[src/rtl/qn_coinc_pkg.sv]
// Shared FSM encoding and event-word layout for the tube coincidence builder.
// Event word: {START_TIME, HIT_MASK, TUBE_TIME[N_TUBES-1] .. TUBE_TIME[0]}.
package qn_coinc_pkg;

  typedef enum logic [1:0] {
    ST_IDLE  = 2'd0,
    ST_OPEN  = 2'd1,
    ST_CLOSE = 2'd2,
    ST_DEAD  = 2'd3
  } coinc_state_e;

  function automatic int unsigned event_w(input int unsigned time_w, input int unsigned n_tubes);
    return time_w + n_tubes + n_tubes * time_w;
  endfunction

  function automatic int unsigned tube_time_lsb(input int unsigned time_w, input int unsigned tube);
    return tube * time_w;
  endfunction

  function automatic int unsigned hit_mask_lsb(input int unsigned time_w, input int unsigned n_tubes);
    return n_tubes * time_w;
  endfunction

  function automatic int unsigned start_time_lsb(input int unsigned time_w, input int unsigned n_tubes);
    return n_tubes * time_w + n_tubes;
  endfunction

endpackage

[src/rtl/qn_event_fifo.sv]
// First-word-fall-through event FIFO with registered full/empty flags.
// A push while full is dropped, even when a pop happens in the same cycle.
module qn_event_fifo #(
  parameter int unsigned WIDTH = 8,
  parameter int unsigned DEPTH = 4
) (
  input  logic             clk,
  input  logic             rst,
  input  logic             push,
  input  logic [WIDTH-1:0] wdata,
  input  logic             pop,
  output logic [WIDTH-1:0] rdata,
  output logic             full,
  output logic             empty
);

  localparam int unsigned AW    = (DEPTH > 1) ? $clog2(DEPTH) : 1;
  localparam int unsigned CW    = AW + 1;
  localparam int unsigned SLOTS = 1 << AW;

  logic [WIDTH-1:0] mem [SLOTS];
  logic [AW-1:0]    wr_ptr;
  logic [AW-1:0]    rd_ptr;
  logic [CW-1:0]    count;
  logic [CW-1:0]    count_nxt;
  logic             push_ok;
  logic             pop_ok;

  assign push_ok   = push && !full;
  assign pop_ok    = pop && !empty;
  assign count_nxt = count + CW'(push_ok) - CW'(pop_ok);
  assign rdata     = mem[rd_ptr];

  // Storage is not cleared by reset; the pointers define what is valid.
  always_ff @(posedge clk) begin
    if (push_ok) mem[wr_ptr] <= wdata;
  end

  always_ff @(posedge clk) begin
    if (rst) begin
      wr_ptr <= '0;
      rd_ptr <= '0;
      count  <= '0;
      full   <= 1'b0;
      empty  <= 1'b1;
    end else begin
      if (push_ok) wr_ptr <= wr_ptr + AW'(1);
      if (pop_ok)  rd_ptr <= rd_ptr + AW'(1);
      count <= count_nxt;
      full  <= (count_nxt == CW'(DEPTH));
      empty <= (count_nxt == '0);
    end
  end

endmodule

[src/rtl/tube_coincidence_builder.sv]
// Timestamps synchronized tube hits, groups them into coincidence windows and queues events.
// Optional dead time after each window close is enabled by defining QN_DEADTIME_EN.
module tube_coincidence_builder
  import qn_coinc_pkg::*;
#(
  parameter int unsigned N_TUBES     = 4,
  parameter int unsigned TIME_W      = 8,
  parameter int unsigned WINDOW      = 16,
  parameter int unsigned MIN_HITS    = 2,
  parameter int unsigned FIFO_DEPTH  = 4,
  parameter int unsigned DEAD_CYCLES = 8
) (
  input  logic                                     CLK,
  input  logic                                     RESET,
  input  logic [N_TUBES-1:0]                       TUBE_SIGNAL,
  input  logic                                     EVENT_READY,
  output logic                                     EVENT_VALID,
  output logic [event_w(TIME_W, N_TUBES)-1:0]      EVENT_DATA,
  output logic                                     BUSY,
  output logic [7:0]                               DROP_COUNT
);

  localparam int unsigned EVT_W = event_w(TIME_W, N_TUBES);
  localparam int unsigned CNT_W = $clog2(N_TUBES + 1);
`ifdef QN_DEADTIME_EN
  localparam bit DEAD_EN = 1'b1;
`else
  localparam bit DEAD_EN = 1'b0;
`endif
  localparam int unsigned DEAD_LEN = DEAD_EN ? DEAD_CYCLES : 0;
  localparam int unsigned DEAD_W   = $clog2(DEAD_LEN + 2);

  logic [N_TUBES-1:0] sync0, sync1, sync2, hit;
  logic [TIME_W-1:0]  timer;
  logic [TIME_W-1:0]  start_time;
  logic [N_TUBES-1:0] mask;
  logic [TIME_W-1:0]  tube_time [N_TUBES];
  logic [TIME_W-1:0]  win_idx;
  logic [DEAD_W-1:0]  dead_cnt;
  coinc_state_e       state;
  logic [CNT_W-1:0]   hit_cnt;
  logic               qualify;
  logic               push;
  logic               fifo_full;
  logic               fifo_empty;
  logic [EVT_W-1:0]   evt_data;
  logic [EVT_W-1:0]   fifo_rdata;

  // Two-flop synchronizer, registered rising-edge detect and free-running timestamp.
  always_ff @(posedge CLK) begin
    if (RESET) begin
      sync0 <= '0;
      sync1 <= '0;
      sync2 <= '0;
      hit   <= '0;
      timer <= '0;
    end else begin
      sync0 <= TUBE_SIGNAL;
      sync1 <= sync0;
      sync2 <= sync1;
      hit   <= sync1 & ~sync2;
      timer <= timer + TIME_W'(1);
    end
  end

  always_comb begin
    hit_cnt = '0;
    for (int i = 0; i < int'(N_TUBES); i++) hit_cnt = hit_cnt + CNT_W'(mask[i]);
  end

  assign qualify = (hit_cnt >= CNT_W'(MIN_HITS));
  assign push    = (state == ST_CLOSE) && qualify;

  always_comb begin
    evt_data = '0;
    evt_data[start_time_lsb(TIME_W, N_TUBES) +: TIME_W] = start_time;
    evt_data[hit_mask_lsb(TIME_W, N_TUBES) +: N_TUBES]  = mask;
    for (int i = 0; i < int'(N_TUBES); i++)
      evt_data[tube_time_lsb(TIME_W, i) +: TIME_W] = tube_time[i];
  end

  // Window FSM: first hit opens, first hit per tube wins, CLOSE decides keep/drop.
  always_ff @(posedge CLK) begin
    if (RESET) begin
      state      <= ST_IDLE;
      BUSY       <= 1'b0;
      mask       <= '0;
      start_time <= '0;
      win_idx    <= '0;
      dead_cnt   <= '0;
      DROP_COUNT <= '0;
      for (int i = 0; i < int'(N_TUBES); i++) tube_time[i] <= '0;
    end else begin
      case (state)
        ST_IDLE: begin
          if (|hit) begin
            start_time <= timer;
            mask       <= hit;
            win_idx    <= TIME_W'(1);
            for (int i = 0; i < int'(N_TUBES); i++)
              if (hit[i]) tube_time[i] <= timer;
            state <= (WINDOW == 1) ? ST_CLOSE : ST_OPEN;
            BUSY  <= 1'b1;
          end
        end
        ST_OPEN: begin
          for (int i = 0; i < int'(N_TUBES); i++) begin
            if (hit[i] && !mask[i]) begin
              mask[i]      <= 1'b1;
              tube_time[i] <= timer;
            end
          end
          if (win_idx == TIME_W'(WINDOW - 1)) state <= ST_CLOSE;
          win_idx <= win_idx + TIME_W'(1);
        end
        ST_CLOSE: begin
          if (qualify && fifo_full && (DROP_COUNT != 8'hFF)) DROP_COUNT <= DROP_COUNT + 8'd1;
          mask       <= '0;
          start_time <= '0;
          for (int i = 0; i < int'(N_TUBES); i++) tube_time[i] <= '0;
          if (DEAD_LEN != 0) begin
            state    <= ST_DEAD;
            dead_cnt <= DEAD_W'(1);
          end else begin
            state <= ST_IDLE;
            BUSY  <= 1'b0;
          end
        end
        ST_DEAD: begin
          if (dead_cnt == DEAD_W'(DEAD_LEN)) begin
            state <= ST_IDLE;
            BUSY  <= 1'b0;
          end
          dead_cnt <= dead_cnt + DEAD_W'(1);
        end
        default: begin
          state <= ST_IDLE;
          BUSY  <= 1'b0;
        end
      endcase
    end
  end

  qn_event_fifo #(
    .WIDTH (EVT_W),
    .DEPTH (FIFO_DEPTH)
  ) u_fifo (
    .clk   (CLK),
    .rst   (RESET),
    .push  (push),
    .wdata (evt_data),
    .pop   (EVENT_READY),
    .rdata (fifo_rdata),
    .full  (fifo_full),
    .empty (fifo_empty)
  );

  assign EVENT_VALID = !fifo_empty;
  assign EVENT_DATA  = fifo_empty ? '0 : fifo_rdata;

endmodule
[config.mk]
export PLATFORM = sky130hd
export DESIGN_NAME = tube_coincidence_builder
export DESIGN_NICKNAME = d
export VERILOG_FILES = /design/src/rtl/qn_coinc_pkg.sv /design/src/rtl/qn_event_fifo.sv /design/src/rtl/tube_coincidence_builder.sv
export SDC_FILE = /design/constraint.sdc
export NUM_CORES = 1
export LEC_CHECK = 0
export CAP_MARGIN = 40
export CORE_MARGIN = 5
export CORE_UTILIZATION = 59
export DETAILED_ROUTE_END_ITERATION = 10
export PLACE_DENSITY_LB_ADDON = 0.12
export RECOVER_POWER = 25
export SKIP_LAST_GASP = 1
export SLEW_MARGIN = 20
export SYNTH_ARGS = -nofsm -noshare
export SYNTH_HDL_FRONTEND = slang
export SYNTH_SLANG_ARGS = --single-unit
[constraint.sdc]
create_clock -name CLK -period 3.4 [get_ports CLK]
set_input_delay 0.34 -clock CLK [delete_from_list [all_inputs] [get_ports CLK]]
set_output_delay 0.34 -clock CLK [all_outputs]
set_load 0.05 [all_outputs]
After elaboration in Yosys (flattened, before gate mapping)
Memory sizes are Yosys's and may differ from the RTL's. A register that Yosys moved wholly into a read port is not among the register bits. Cells that the tools add are included.

Add/subtract/negate cells: 11. Order comparisons: 1. Equal/unequal tests: 13. Muxes and demuxes: 75. Bitwise logic cells: 14. Reductions and logical operators: 31.

Operators with widths (count): two-way mux 8 bit (14); two-way mux 1 bit (49); two-way mux 44 bit (1); case mux 8 bit (2 select lines) (2); adder 8 x 1 -> 8 bit (second input constant) (3); AND reduction 3 bit (6); != test 2 bit (second input constant) (7); bitwise OR 1 bit (12); case mux 4 bit (3 select lines) (1); two-way mux 2 bit (5); logical AND 1 bit (9); == test 8 x 4 -> 1 bit (second input constant) (1); != test 8 bit (second input constant) (1); case mux 2 bit (4 select lines) (1); adder 3 x 1 -> 3 bit (2); zero test 1 bit (6); AND reduction 2 bit (3); nonzero test 3 bit (2); adder 2 x 1 -> 2 bit (second input constant) (2); bitwise AND 4 bit (1); == test 2 bit (second input constant) (2); two-way mux 4 bit (1); NOT 4 bit (1); nonzero test 2 bit (2); 11 further kinds (11).

Register bits after elaboration: 65. Bits in writable memories: 208. Input port bits: 7. Output and inout bits: 54. Word-level logic and storage cells: 167. Memories kept: 2.

Memories: u_fifo.mem (depth 4, width 44, read ports 1, clocked after memory_dff 1, wr ports 1, RTL line qn_event_fifo.sv:21) `logic [WIDTH-1:0] mem [SLOTS];`; tube_time (depth 4, width 8, read ports 4, clocked after memory_dff 0, wr ports 4, RTL line tube_coincidence_builder.sv:37) `logic [TIME_W-1:0] tube_time [N_TUBES];`.

Logic depth before layout (Yosys ltp)
Gate-level depths: netlist (run 1).

Depth in word-level cells: 9. Depth in mapped cells: 10. Mapped depth without buffers: 10.

Modules after synthesis
A second synthesis (run 1) with hierarchy kept.

Cell total of the unflattened synthesis: 683. Area, all modules: 10644.0 µm².

Modules (own cells, without submodules): qn_event_fifo (instances 1, cells an instance 279, area an instance 6899.1 µm²); tube_coincidence_builder (instances 1, cells an instance 404, area an instance 3744.8 µm²).

Worst setup path after synthesis (run 1)
OpenSTA, ideal clock, no wires.

Path type: reg-to-reg. Start: reg mask[0]. End: mem u_fifo.mem[1][0] (netlist bit), enable pin. Setup time: 0.406 ns. Arrival time: 2.430 ns. Setup slack: 0.564 ns. Cell stages (with the launch flop): 5. Buffers on the path: 0. Clock period less this slack: 2.836 ns. Cells stage by stage: dfxtp_1 > fa_1 > a21oi_1 > nor3_2 > and2_1.

Word-level cells in the longest chain between the ends: 8.

RTL lines: from (decl) (RTL line tube_coincidence_builder.sv:36) `logic [N_TUBES-1:0] mask;`; from (signal assigned) (RTL line tube_coincidence_builder.sv:98) `mask <= hit;`; adder 1 x 1 -> 2 bit (RTL line tube_coincidence_builder.sv:68) `for (int i = 0; i < int'(N_TUBES); i++) hit_cnt = hit_cnt + CNT_W'(mask[i]);`; adder 2 x 1 -> 3 bit (RTL line tube_coincidence_builder.sv:68); adder 3 x 1 -> 3 bit (RTL line tube_coincidence_builder.sv:68); >= comparator 3 x 2 -> 1 bit (RTL line tube_coincidence_builder.sv:71) `assign qualify = (hit_cnt >= CNT_W'(MIN_HITS));`; logical AND 1 bit (RTL line tube_coincidence_builder.sv:72) `assign push = (state == ST_CLOSE) && qualify;`; logical AND 1 bit (RTL line qn_event_fifo.sv:29) `assign push_ok = push && !full;`; net u_fifo.push_ok (RTL line qn_event_fifo.sv:26) `logic push_ok;`; two-way mux 1 bit (RTL line qn_event_fifo.sv:36) `if (push_ok) mem[wr_ptr] <= wdata;`; two-way mux 1 bit (implied by the code) (RTL line qn_event_fifo.sv:36); to (decl) (RTL line qn_event_fifo.sv:21).

The timed path passes the listed nets, and every way through them passes these cells.

==> reports/results.ini, run 1 <==
[run_status]
status=complete, no violations

[cts]
cts_buffer_depth=3
htreeDepth=1
post_cts_buffers=0
worstSkewPairLatency_ps=520
cts-resized-gates=0
cts_inserted_buffers=27
root_buffer=clkbuf_16
tritoncts=built
clkTransAtPathRegs_ps=60
cts_hold_buf=0
clkSinkCount=275

[worst_setup_path]
crit_path_start_kind=flop
critPathArrivalTime_ps=2690
endpoint_kind=primary output
required_ps=3060
rr_worst_depth=9
timing.critical_path.buf_inv=2
cp.depth=4
path_cells=buf_12, mux4_2, and2_1, clkdlybuf4s50_1
crit_fanout=17
path_delay_family=buffers and inverters
path_class=flop to primary output
slowest_delay_ps=690
crit_slowest_cell=clkdlybuf4s50_1
crit-reg2reg-launch=mask[0]

[floorplanning]
die_area_um2=20790
die_w_um=144.2
die_y_um=144.2
coreArea_um2=17840
start_util_pct=59.54
rows=49
ios=61

[route]
drt-vias-per-instance=5.845
vias=5734
drt_iter0_drc=443
drt_drc_violations_left=0
dr.pass1.iters=5
postRouteWirelength_um=19840
ant_nets=0
wl_per_cell_um=20.22

[cells_and_area]
syn2layout_area_growth_pct=17.11
multi_input_area_um2=3078
seqCellArea_um2=7350
final_layout_size_suffix_gt1_share_pct=15.29
fin_nets=757
fill_cells=1175
num_antenna_cells=0

[pwr]
irDropWorstVdd_mv=0.5393
leakage_nw=4.074
cellPowerDensity_nw_per_um2=700.8

[logic_synthesis]
synth-edff-count=184
syn_area_um2=10620
yosys.area.top_type=edfxtp_1
syn_avg_cell_area_um2=16.14
synth_top_flop_cell=edfxtp_1
ys_seq_area_share_pct=69.16
synth_seq_cells=275
synth_area_leaders=edfxtp_1, dfxtp_1, mux4_2
syn_inst=658
yosysMostFrequentCell=edfxtp_1
ys_warn_count=0
yosys.area.top_type_share_pct=52.01
async_flop_share_pct=0
synth_commonest_cells=edfxtp_1, dfxtp_1, and2_1
syn-num-nets=683
synth_cell_types=55

[global_route]
met2_usage_pct=32.58
busiest_layer=met2
grt_usage_pct=19.71
overflow=0
grtUsageMet1_pct=27.53
antenna_found_initial=0
grt_util_met3_pct=3.505
grt_pass1_vias=6023
grt_start_max_net_pins=57
grt_pass1_wl_um=31970

[sta]
clock_skew_ps=12.70
fmax_mhz=330.0
fin_crit_sh_pct=89.13
layout_setup_ws_ps=369.6
slew_headroom_pct=54.07
fin_hold_ws_ps=361.1
slew_violations=0
worst_slew_pin_slew_ps=686.4
rsz0062_at_grt=no
post-route-min-period_ps=3030
setup_viol=0
hold_viol=0
tns_ps=0

[place]
routabilityCongestion=0.8244
dp_hpwl_um=12110
dp_worst_setup_slack_ps=734.6
numPortBuffers=60

[worst_hold_path]
hold_path.class=input pin to flop
min_from=RESET
min_path_cells=3

[job]
maxCapViolCount=0

[final timing paths]
check             slack [ps]        endpoint
setup / recovery         370  EVENT_DATA[40]
hold / removal           360   DROP_COUNT[3]
setup reg to reg         730     u_fifo.full
hold reg to reg          380          hit[2]
[per-layer routing]
layer  wire length, um  share of wire [%]  vias up
met1              8734                 44     2944
met5                 0                  0        -
met2              9697                 49      140
met3              1044                5.3       27
li1                  -                  -     2623
met4               359                1.8        0
[metrics by stage]
stage	total power, mW	utilization (%)	cell area [um2]	std cells
6_report	8.719	69.73	12440	981
4_1_cts	8.789	69.67	12430	980
5_1_grt	9.085	69.73	12440	981
2_1_floorplan	5.306	-	10620	658
3_5_place_dp	5.952	64.89	11580	931
3_3_place_gp	5.920	64.89	11580	931
[worst min-delay path, stage by stage]
cell      delay [ps]
buf_2            110
clkinv_1         200
o211a_1          190
[cells in the final DEF (no fill, tap or decap), drive strengths merged, types with 2 or more instances in the layout]
master,Yosys,final
clkinv,1,13
fa,2,2
clkbuf,14,34
nor2,52,52
a22oi,12,12
xor2,7,7
nor3,3,3
mux4,44,44
nand2,12,12
o211ai,3,3
nor2b,24,24
a31oi,2,2
and3,5,5
dfxtp,91,91
o21a,2,2
nand3,10,10
ha,16,16
o2111ai,2,2
buf,15,15
or4,3,3
a22o,16,16
and2,56,56
xnor2,12,12
a211oi,5,5
nand4,2,2
nand2b,2,2
o21ai,7,7
a21oi,8,8
or3,2,2
a2111oi,2,2
inv,14,14
mux2i,14,14
edfxtp,184,184
bufinv,0,3
a21o,2,2
a2bb2oi,2,2
clkdlybuf4s50,0,59
a311oi,2,2
[layout make-up]
cell class / count / area share [%]
clock buffers: 34 / 5.723
clock inverters: 15 / 1.136
inverters: 15 / 0.4526
multi-input cells: 339 / 24.74
flip-flops and latches: 275 / 59.08
well taps: 229 / 2.303
repair buffers: 74 / 6.567
[kinds of logic (layout without fill, tap and decap cells)]
kind of cell    Yosys count  in the layout  share of synthesized area (%)
compound gates           70             70                          5.312
flops                   275            275                          69.16
simple gates            173            173                          8.916
xor+xnor                 19             19                          1.567
mux                      59             59                          10.87
fa+ha+maj                18             18                          2.261
buf+inv                  44            138                          1.908
[sequential cells by signal, summed over array words and instances (netlist names), 8 cells and up, named ones only]
name and flops:
timer 8, DROP_COUNT 8, win_idx 8, tube_time 32, u_fifo.mem 176, start_time 8
[power by group]
group | total, mW | internal, mW | switching, mW
sequential | 3.73 | 3.63 | 0.0991
clock | 2.84 | 1.70 | 1.15
combinational | 2.14 | 0.794 | 1.35
total | 8.72 | 6.13 | 2.59
(Power assumes the default switching activity.)
==> inputs of run 2 (changes only) <==
Settings changed: CORE_UTILIZATION 59 to 44, SLEW_MARGIN 20 to 0.
==> run 2 against run 1 <==
Final area increased by 0.80%. Global-route usage down 4.1 points. First-iteration DRC count decreased by 13%. Highest routed layer unchanged. Clock power up 3%. Register-to-register slack worse by 80 ps. Die area up 32%. Power increased by 1.2%. Worst setup slack worse by 120 ps. Largest power group unchanged. Combinational power about the same. Critical path type unchanged. Utilization fell by 17 points.
==> reports/results.ini, run 2 (synthesis gave the netlist of run 1 again) <==
[pwr]
irDropWorstVdd_mv=0.3590
swShare_pct=30.19
p_switching_mw=2.665
combPwrFrac_pct=24.5
pwr-share-seq_pct=42.2
leakage_nw=4.068
clock_power_share_pct=33.2
cellPowerDensity_nw_per_um2=703.9
p_total_mw=8.827
internal-power_mw=6.162

[cts]
cts_inserted_buffers=28
cts_buffer_depth=3
root_buffer=clkbuf_16
clkSinkCount=275
post_cts_buffers=0
cts-resized-gates=0
tritoncts=built
clkTransAtPathRegs_ps=60
cts_hold_buf=0
worstSkewPairLatency_ps=530
htreeDepth=1

[sta]
setup_viol=0
post-route-min-period_ps=3151
fin_crit_sh_pct=92.67
slew_headroom_pct=48.48
tns_ps=0
slew_violations=0
hold_viol=0
worst_slew_pin_slew_ps=770.0
fmax_mhz=317.4
rsz0062_at_grt=no
clock_skew_ps=9.008
layout_setup_ws_ps=249.3

[place]
dp_hpwl_um=12840
routabilityCongestion=0.7769
numPortBuffers=60
dp_worst_setup_slack_ps=632.5
placed_cell_area_um2=11640

[cells_and_area]
num_antenna_cells=0
final_common_cell=edfxtp_1
fill_cells=1950
largest-register=u_fifo.mem
largest_reg_flops=176
top_regs=u_fifo.mem (176), tube_time (32)
seqCellArea_um2=7350
fin_nets=755
final_cell_mix=edfxtp_1, dfxtp_1, clkdlybuf4s50_1, and2_1, nor2_1
final_cell_area_um2=12540
final_layout_size_suffix_gt1_share_pct=15.29
syn2layout_area_growth_pct=18.06
multi_input_area_um2=3078

[route]
dr.pass1.iters=5
drt-vias-per-instance=5.303
postRouteWirelength_um=20930
drt_drc_violations_left=0
drt_iter0_drc=387
vias=5680
ant_nets=0
wl_per_cell_um=19.54

[job]
maxCapViolCount=0

[worst_setup_path]
path_class=flop to primary output
crit_path_start_kind=flop
slowest_delay_ps=700
required_ps=3060
crit_fanout=26
critPathArrivalTime_ps=2810
endpoint_kind=primary output
path_cells=buf_12, mux4_2, and2_1, clkdlybuf4s50_1
crit_slowest_cell=clkdlybuf4s50_1

[global_route]
grt_start_max_net_pins=46
overflow=0
antenna_found_initial=1
grt_usage_pct=15.62
grt_pass1_vias=6008
grt_pass1_wl_um=33070

[floorplanning]
ios=61
die_area_um2=27350
coreArea_um2=23610
start_util_pct=44.99
die_y_um=165.4
rows=56
die_w_um=165.4

[run_status]
status=complete, no violations

[worst_hold_path]
hold_path.class=input pin to flop

run 2: path summary, 6_finish.rpt:
path                                from             end  slack (ps)  depth (start not counted)
worst max-delay path                flop  EVENT_DATA[18]         250                          4
worst min-delay path               RESET        timer[3]         150                          2
worst max register to register   mask[0]     u_fifo.full         650                          9
worst min register to register  sync2[1]          hit[1]         380                          1
run 2: power groups by stage:
stage          clock network, mW  logic (mW)  registers (mW)
6_report                    2.93        2.17            3.73
4_1_cts                     3.01        2.20            3.73
3_3_place_gp                   0        2.16            3.80
5_1_grt                     3.16        2.30            3.74
2_1_floorplan                  0        1.55            3.76
3_5_place_dp                   0        2.20            3.80
run 2: cell type report:
type | instances | area share (%)
multi-input cells | 339 | 24.54
clock inverters | 5 | 0.5188
well taps | 319 | 3.183
inverters | 15 | 0.4490
clock buffers | 47 | 6.635
repair buffers | 71 | 6.066
flip-flops and latches | 275 | 58.61
run 2: routing by layer:
| layer | global-route usage [%] | part of all wire (%) |
|---|---|---|
| met4 | 4.199 | 1.8 |
| met1 | 19.95 | 41 |
| met3 | 2.730 | 6.6 |
| met2 | 27.62 | 51 |
| met5 | 0 | 0 |
run 2: worst max-delay path, delay by kind of cell, from the launching register on:
family                 cells  cell delay [ps]
buffers and inverters      2             1000
flip-flops                 1              550
multiplexers               1              540
AND/OR/NAND/NOR            1              180
run 2: per-stage QoR:
step / utilization (%) / hold slack [ps] / cells
floorplan: - / 367.4 / 658
global route: 53.11 / 141.8 / 1071
finish: 53.11 / 151.3 / 1071
CTS: 53.11 / 125.6 / 1071
detailed placement: 49.31 / 373.7 / 1019
global placement: 49.25 / 372.5 / 1018
